## src/rtl/f1_delay_responder.sv

```systemverilog
// f1_delay_responder
// Responder side of the F1 start-light command interface. Arms a pseudo-random
// lights-out delay (in tick strobes) on a cmd_delay rising edge, pulses
// delay_done at lights out, then times the player's reaction in ticks.
// A button press before lights out is recorded as a sticky false start.
//
// Handshake: there is no valid/ready pair here. cmd_delay is a level whose
// rising edge is a one-shot request, honoured only in IDLE. delay_done and
// react_valid are single-cycle registered strobes with no back-pressure.
// en_out is purely combinational and follows its mux every cycle.
module f1_delay_responder #(
    parameter int LFSR_W  = 7,
    parameter int REACT_W = 16
) (
    input  logic               clk,
    input  logic               rst,
    input  logic               tick,
    input  logic               cmd_seq,
    input  logic               cmd_delay,
    input  logic               button,
    output logic               en_out,
    output logic               delay_done,
    output logic [LFSR_W-1:0]  delay_k,
    output logic [LFSR_W-1:0]  lfsr_out,
    output logic               busy,
    output logic [REACT_W-1:0] react_count,
    output logic               react_valid,
    output logic               false_start,
    output logic [1:0]         dbg_state
);

    typedef enum logic [1:0] {
        S_IDLE  = 2'd0,
        S_DELAY = 2'd1,
        S_REACT = 2'd2
    } state_t;

    state_t             state;
    state_t             state_n;
    logic [LFSR_W-1:0]  lfsr;
    logic [LFSR_W-1:0]  dcnt;
    logic [REACT_W-1:0] rcnt;
    logic               cmd_delay_q;
    logic               arm;

    // Control strobes decoded by the FSM and consumed by the datapath.
    logic load_delay;
    logic dec_delay;
    logic fire_done;
    logic set_false;
    logic capture;
    logic inc_react;

    assign arm       = cmd_delay & ~cmd_delay_q;
    assign lfsr_out  = lfsr;
    assign busy      = (state != S_IDLE);
    assign en_out    = cmd_seq ? tick : delay_done;
    assign dbg_state = state;

    // State register.
    always_ff @(posedge clk) begin
        if (rst) begin
            state <= S_IDLE;
        end else begin
            state <= state_n;
        end
    end

    // Next-state and control decode; button is checked before tick.
    always_comb begin
        state_n    = state;
        load_delay = 1'b0;
        dec_delay  = 1'b0;
        fire_done  = 1'b0;
        set_false  = 1'b0;
        capture    = 1'b0;
        inc_react  = 1'b0;
        case (state)
            S_IDLE: begin
                if (arm) begin
                    load_delay = 1'b1;
                    state_n    = S_DELAY;
                end
            end
            S_DELAY: begin
                if (button) begin
                    set_false = 1'b1;
                    state_n   = S_IDLE;
                end else if (tick) begin
                    if (dcnt == LFSR_W'(1)) begin
                        fire_done = 1'b1;
                        state_n   = S_REACT;
                    end else begin
                        dec_delay = 1'b1;
                    end
                end
            end
            S_REACT: begin
                if (button) begin
                    capture = 1'b1;
                    state_n = S_IDLE;
                end else if (tick) begin
                    inc_react = 1'b1;
                end
            end
            default: begin
                state_n = S_IDLE;
            end
        endcase
    end

    // Datapath: free-running LFSR, edge detect, delay/reaction counters and
    // the registered output strobes.
    always_ff @(posedge clk) begin
        if (rst) begin
            lfsr        <= LFSR_W'(1);
            cmd_delay_q <= 1'b0;
            delay_k     <= '0;
            dcnt        <= '0;
            rcnt        <= '0;
            delay_done  <= 1'b0;
            react_valid <= 1'b0;
            react_count <= '0;
            false_start <= 1'b0;
        end else begin
            lfsr        <= {lfsr[LFSR_W-2:0], lfsr[LFSR_W-1] ^ lfsr[2]};
            cmd_delay_q <= cmd_delay;
            delay_done  <= fire_done;
            react_valid <= capture;
            if (load_delay) begin
                delay_k     <= lfsr;
                dcnt        <= lfsr;
                false_start <= 1'b0;
            end
            if (dec_delay) begin
                dcnt <= dcnt - LFSR_W'(1);
            end
            if (fire_done) begin
                rcnt <= '0;
            end
            // Reaction time saturates rather than wrapping.
            if (inc_react && (rcnt != {REACT_W{1'b1}})) begin
                rcnt <= rcnt + REACT_W'(1);
            end
            if (set_false) begin
                false_start <= 1'b1;
            end
            if (capture) begin
                react_count <= rcnt;
            end
        end
    end

endmodule

```

## config.mk

```make
export PLATFORM = sky130hd
export DESIGN_NAME = f1_delay_responder
export DESIGN_NICKNAME = d
export VERILOG_FILES = /design/src/rtl/f1_delay_responder.sv
export SDC_FILE = /design/constraint.sdc
export NUM_CORES = 1
export LEC_CHECK = 0
export BUFFER_PORTS_ARGS = -buffer_cell sky130_fd_sc_hd__clkbuf_2
export CORE_MARGIN = 2
export CORE_UTILIZATION = 60
export DETAILED_ROUTE_END_ITERATION = 16
export PLACE_DENSITY = 0.85
export SLEW_MARGIN = 20
export SYNTH_ARGS = -nofsm -noshare
export SYNTH_HDL_FRONTEND = slang
export SYNTH_SLANG_ARGS = --single-unit
```

## constraint.sdc

```tcl
create_clock -name clk -period 5.6 [get_ports clk]
set_clock_uncertainty 0.1 [all_clocks]
set_input_delay 1.12 -clock clk [delete_from_list [all_inputs] [get_ports clk]]
set_output_delay 1.12 -clock clk [all_outputs]
set_load 0.005 [all_outputs]
```

Yosys cells after proc, flatten, opt, wreduce, memory -nomap -nowiden
Index checks and enable logic that the tools add are counted.
{ "op_classes": {"bitwise": 3, "mux": 29, "eq_ne": 8, "n_reduce_logical": 7, "addsub": 2} }
{ "op_table": {"columns": ["cell", "n"], "rows": [
  ["$mux W16", 2],
  ["$mux W1", 19],
  ["$add A16 B1 Y16 const B", 1],
  ["$ne A16 B16 Y1 const B", 1],
  ["$mux W7", 2],
  ["$mux W2", 5],
  ["$reduce_bool A2 Y1", 4],
  ["$eq A7 B1 Y1 const B", 1],
  ["$sub A7 B1 Y7 const B", 1],
  ["$ne A3 B3 Y1 const B", 2],
  ["$pmux W2 S3", 1],
  ["$ne A2 B2 Y1 const B", 2],
  ["$reduce_and A4 Y1", 1],
  ["$eq A2 B1 Y1 const B", 1],
  ["$eq A2 B2 Y1 const B", 1],
  ["$logic_not A2 Y1", 1],
  ["$and A1 B1 Y1", 1],
  ["$logic_and A1 B1 Y1", 1],
  ["$not A1 Y1", 1],
  ["$xor A1 B1 Y1", 1]
]} }
{ "totals": {"out_inout_bits": 37, "inputBits": 6, "regBits": 59, "wordCells": 59} }

Depth between registers and ports, before layout
{ "depth": {"word_depth": 7, "depth_mapped": 7, "ltp_nobuf": 7} }

Worst setup path after synthesis
OpenSTA, ideal clock, no wires.
{ "synth_timing": {"path_type": "input -> output", "startpoint": "input port cmd_seq", "endpoint": "output port en_out", "setup_slack_ns": 2.946, "path_buffers": 0, "cell_stages": 1, "t_arrival_ns": 1.434, "required_time_ns": 4.380, "path_cell_list": "mux2_2"} }
{ "synth_via": {"elab_chain_cells": 1} }
{ "synth_lines": {"columns": ["element", "line_no", "text"], "rows": [
  ["start: declaration", "18", "input logic cmd_seq,"],
  ["$mux W1", "57", "assign en_out = cmd_seq ? tick : delay_done;"],
  ["end: declaration", "21", "output logic en_out,"]
]} }
Every way passes these cells.

Worst setup path after layout
Same ends and word-level chain as after synthesis.

==> results.ini <==
[pwr]
power_leakage_nw=1.13
power_density_nw_per_um2=286
power_switching_uw=189
power_switching_share=0.221
internal_power_uw=667
combPwrFrac=0.063
ir_drop_mv=0.219
power.share.clock=0.429
share_seq_of_total_power=0.508

[place]
place_congestion=0.892
portBuffers=42
hpwl_um=3930

[setup_path]
critPathBufInv=2
critPathTopFamily=multiplexers
cp.depth=3
crit_path_top_delay_cell=mux2_2
cp_max_fo=1
end_kind=output port
startpoint=cmd_seq
cp.required_ns=4.38
path_cells=clkbuf_2 -> mux2_2 -> clkbuf_2
slowest_delay_ns=0.31
regToRegEndpoint=rcnt[12]
r2r-start=rcnt[1]
reg2reg_slack_ns=3.51
critPathArrivalTime_ns=1.62
crit_end=en_out
criticalPathCategory=input pin to output port
cpMostUsedCell=clkbuf_2
reg2reg_depth=6
cp-start-kind=input pin

[yosys]
ys_ff_latch=59
synth_flop_cell=dfxtp_1
synth_edf_count=0
async_flop_share=0
syn_area_sq_um=2590
seq_area_frac_synth=0.456
yosysTopAreaCellShare=0.456
synth.net_count=315
yosysUniqueCellTypes=52
yosys_warnings=0
synth_area_leader_cell=dfxtp_1
syn_area_per_cell_sq_um=8.46
synth.area.top_cells=dfxtp_1 46%, nand2_1 8.6%, a21oi_1 7.2%
synthCells=306

[global_route]
grt_pass1_wl_um=9430
grt_pass1_vias=2090
grt_max_degree=52
grt_usage=0.241
grt_overflow=0
antenna_found_initial=0

[sta]
fmax_mhz=352
min_period_over_period=0.508
finalSetupViolCount=0
setup_tns_ns=0
hold_slack_ns=0.353
rsz0062_at_grt=no
tightestPinTransition_ns=1.08
finalMaxSlewViolations=0
hold_viol=0
relSlewSlack=0.281
fin_crit_ns=2.84

[clock_tree]
clock_latency_ns=0.32
clock_sinks=59
clk_pin_slew_ns=0.06
cts_setup_buffers=0
cts_buffers=9
clock-root-buffer=clkbuf_8
cts_buffer_depth=2
cts-htree-levels=3
cts_tree=built
ctsResizeCount=0
postCtsHoldBufs=0

[finish]
drive_gt1_frac=0.196
antenna_cells=0
final_cell_mix=59 x nand2_1, 59 x dfxtp_1, 42 x clkbuf_2
nNetsFinal=356
area_growth_pct=15.9

[floorplan]
die_h_um=69.7
dieArea_sq_um=4860
row_count=23
pin_count=43
initial_utilization=0.633
fp.dieW_um=69.7
core_area_sq_um=4090

[status]
outcome=finished clean

[drt]
dr.pass1.iters=5
drcViolationCount=0
drtIter0Drc=182
ant_nets=0
routedWlPerCell_um=14.2
wirelength_um=5690
viasPerCell=5.84
num_vias=2349

[worst_hold_path]
hp-class=register to register

[run]
cap_violations=0

==> power groups by stage <==
stage               sequential, mW  combinational, mW  clock, mW
detailed placement           0.444             0.0535          0
global placement             0.444             0.0524          0
CTS                          0.435             0.0538      0.373
floorplan                    0.442             0.0401          0
global route                 0.436             0.0604      0.393
finish                       0.435             0.0541      0.367
==> kinds of logic after synthesis <==
family / share of synthesized area
simple gates: 0.279
buf+inv: 0.0411
fa+ha+maj: 0.0145
compound gates: 0.182
xor+xnor: 0.00677
flops: 0.456
mux: 0.0203
==> cell type report <==
type | instances | area, sq um
multi-input cells | 221 | 1300
flip-flops and latches | 59 | 1180
fillers | 311 | 1090
repair buffers | 43 | 218
clock buffers | 14 | 153
well taps | 50 | 62.6
inverters | 13 | 48.8
clock inverters | 2 | 35.0
==> cell usage after synthesis, types with 3 or more instances <==
library cell  number
nand4_1            3
nor3_1             6
o21ai_0           11
nor2_1            14
or3_1              6
and4_1             3
mux2i_1            3
nand2_1           59
clkbuf_1           6
a31oi_1            4
nand3_1           13
dfxtp_1           59
a21oi_1           37
a21o_1             4
nor4_1             5
nor2b_1            8
ha_1               3
buf_2              3
inv_1             13
==> flip-flops by register name, indices dropped and copies added, names as in the netlist <==
name / flops
delay_k: 7
dbg_state: 2
cmd_delay_q: 1
lfsr_out: 7
false_start: 1
rcnt: 16
dcnt: 7
react_count: 16
react_valid: 1
delay_done: 1
==> per-layer routing <==
metal  vias up  part of all wire  global-route usage
li1       1172                 -                   -
met3         5             0.071              0.0581
met2       103              0.46               0.364
met4         0            0.0077               0.113
met5         -                 0                   0
met1      1069              0.46               0.324
==> stage by stage <==
step	instances	utilization	worst slack [ns]	area, sq um	power (mW)
6_report	402	0.734	2.76	3000	0.857
5_1_grt	402	0.734	2.74	3000	0.890
4_1_cts	402	0.734	2.76	3000	0.862
3_5_place_dp	386	0.688	2.68	2810	0.498
3_3_place_gp	386	0.688	2.70	2810	0.496
2_1_floorplan	306	-	2.95	2590	0.482
==> worst min path at each step <==
stage | start | endpoint | cells past startpoint
3_3_place_gp | delay_k[4] | delay_k[4] | 2
2_1_floorplan | delay_k[0] | delay_k[0] | 2
4_1_cts | delay_k[2] | delay_k[2] | 2
3_5_place_dp | delay_k[2] | delay_k[2] | 2
6_report | delay_k[2] | delay_k[2] | 2
5_1_grt | delay_k[0] | delay_k[0] | 2
==> worst min-delay path: stages, from the launching register on <==
cell	delay, ns
dfxtp_1	0.31
nand2_1	0.05
a21oi_1	0.05
(Power assumes the default switching activity.)
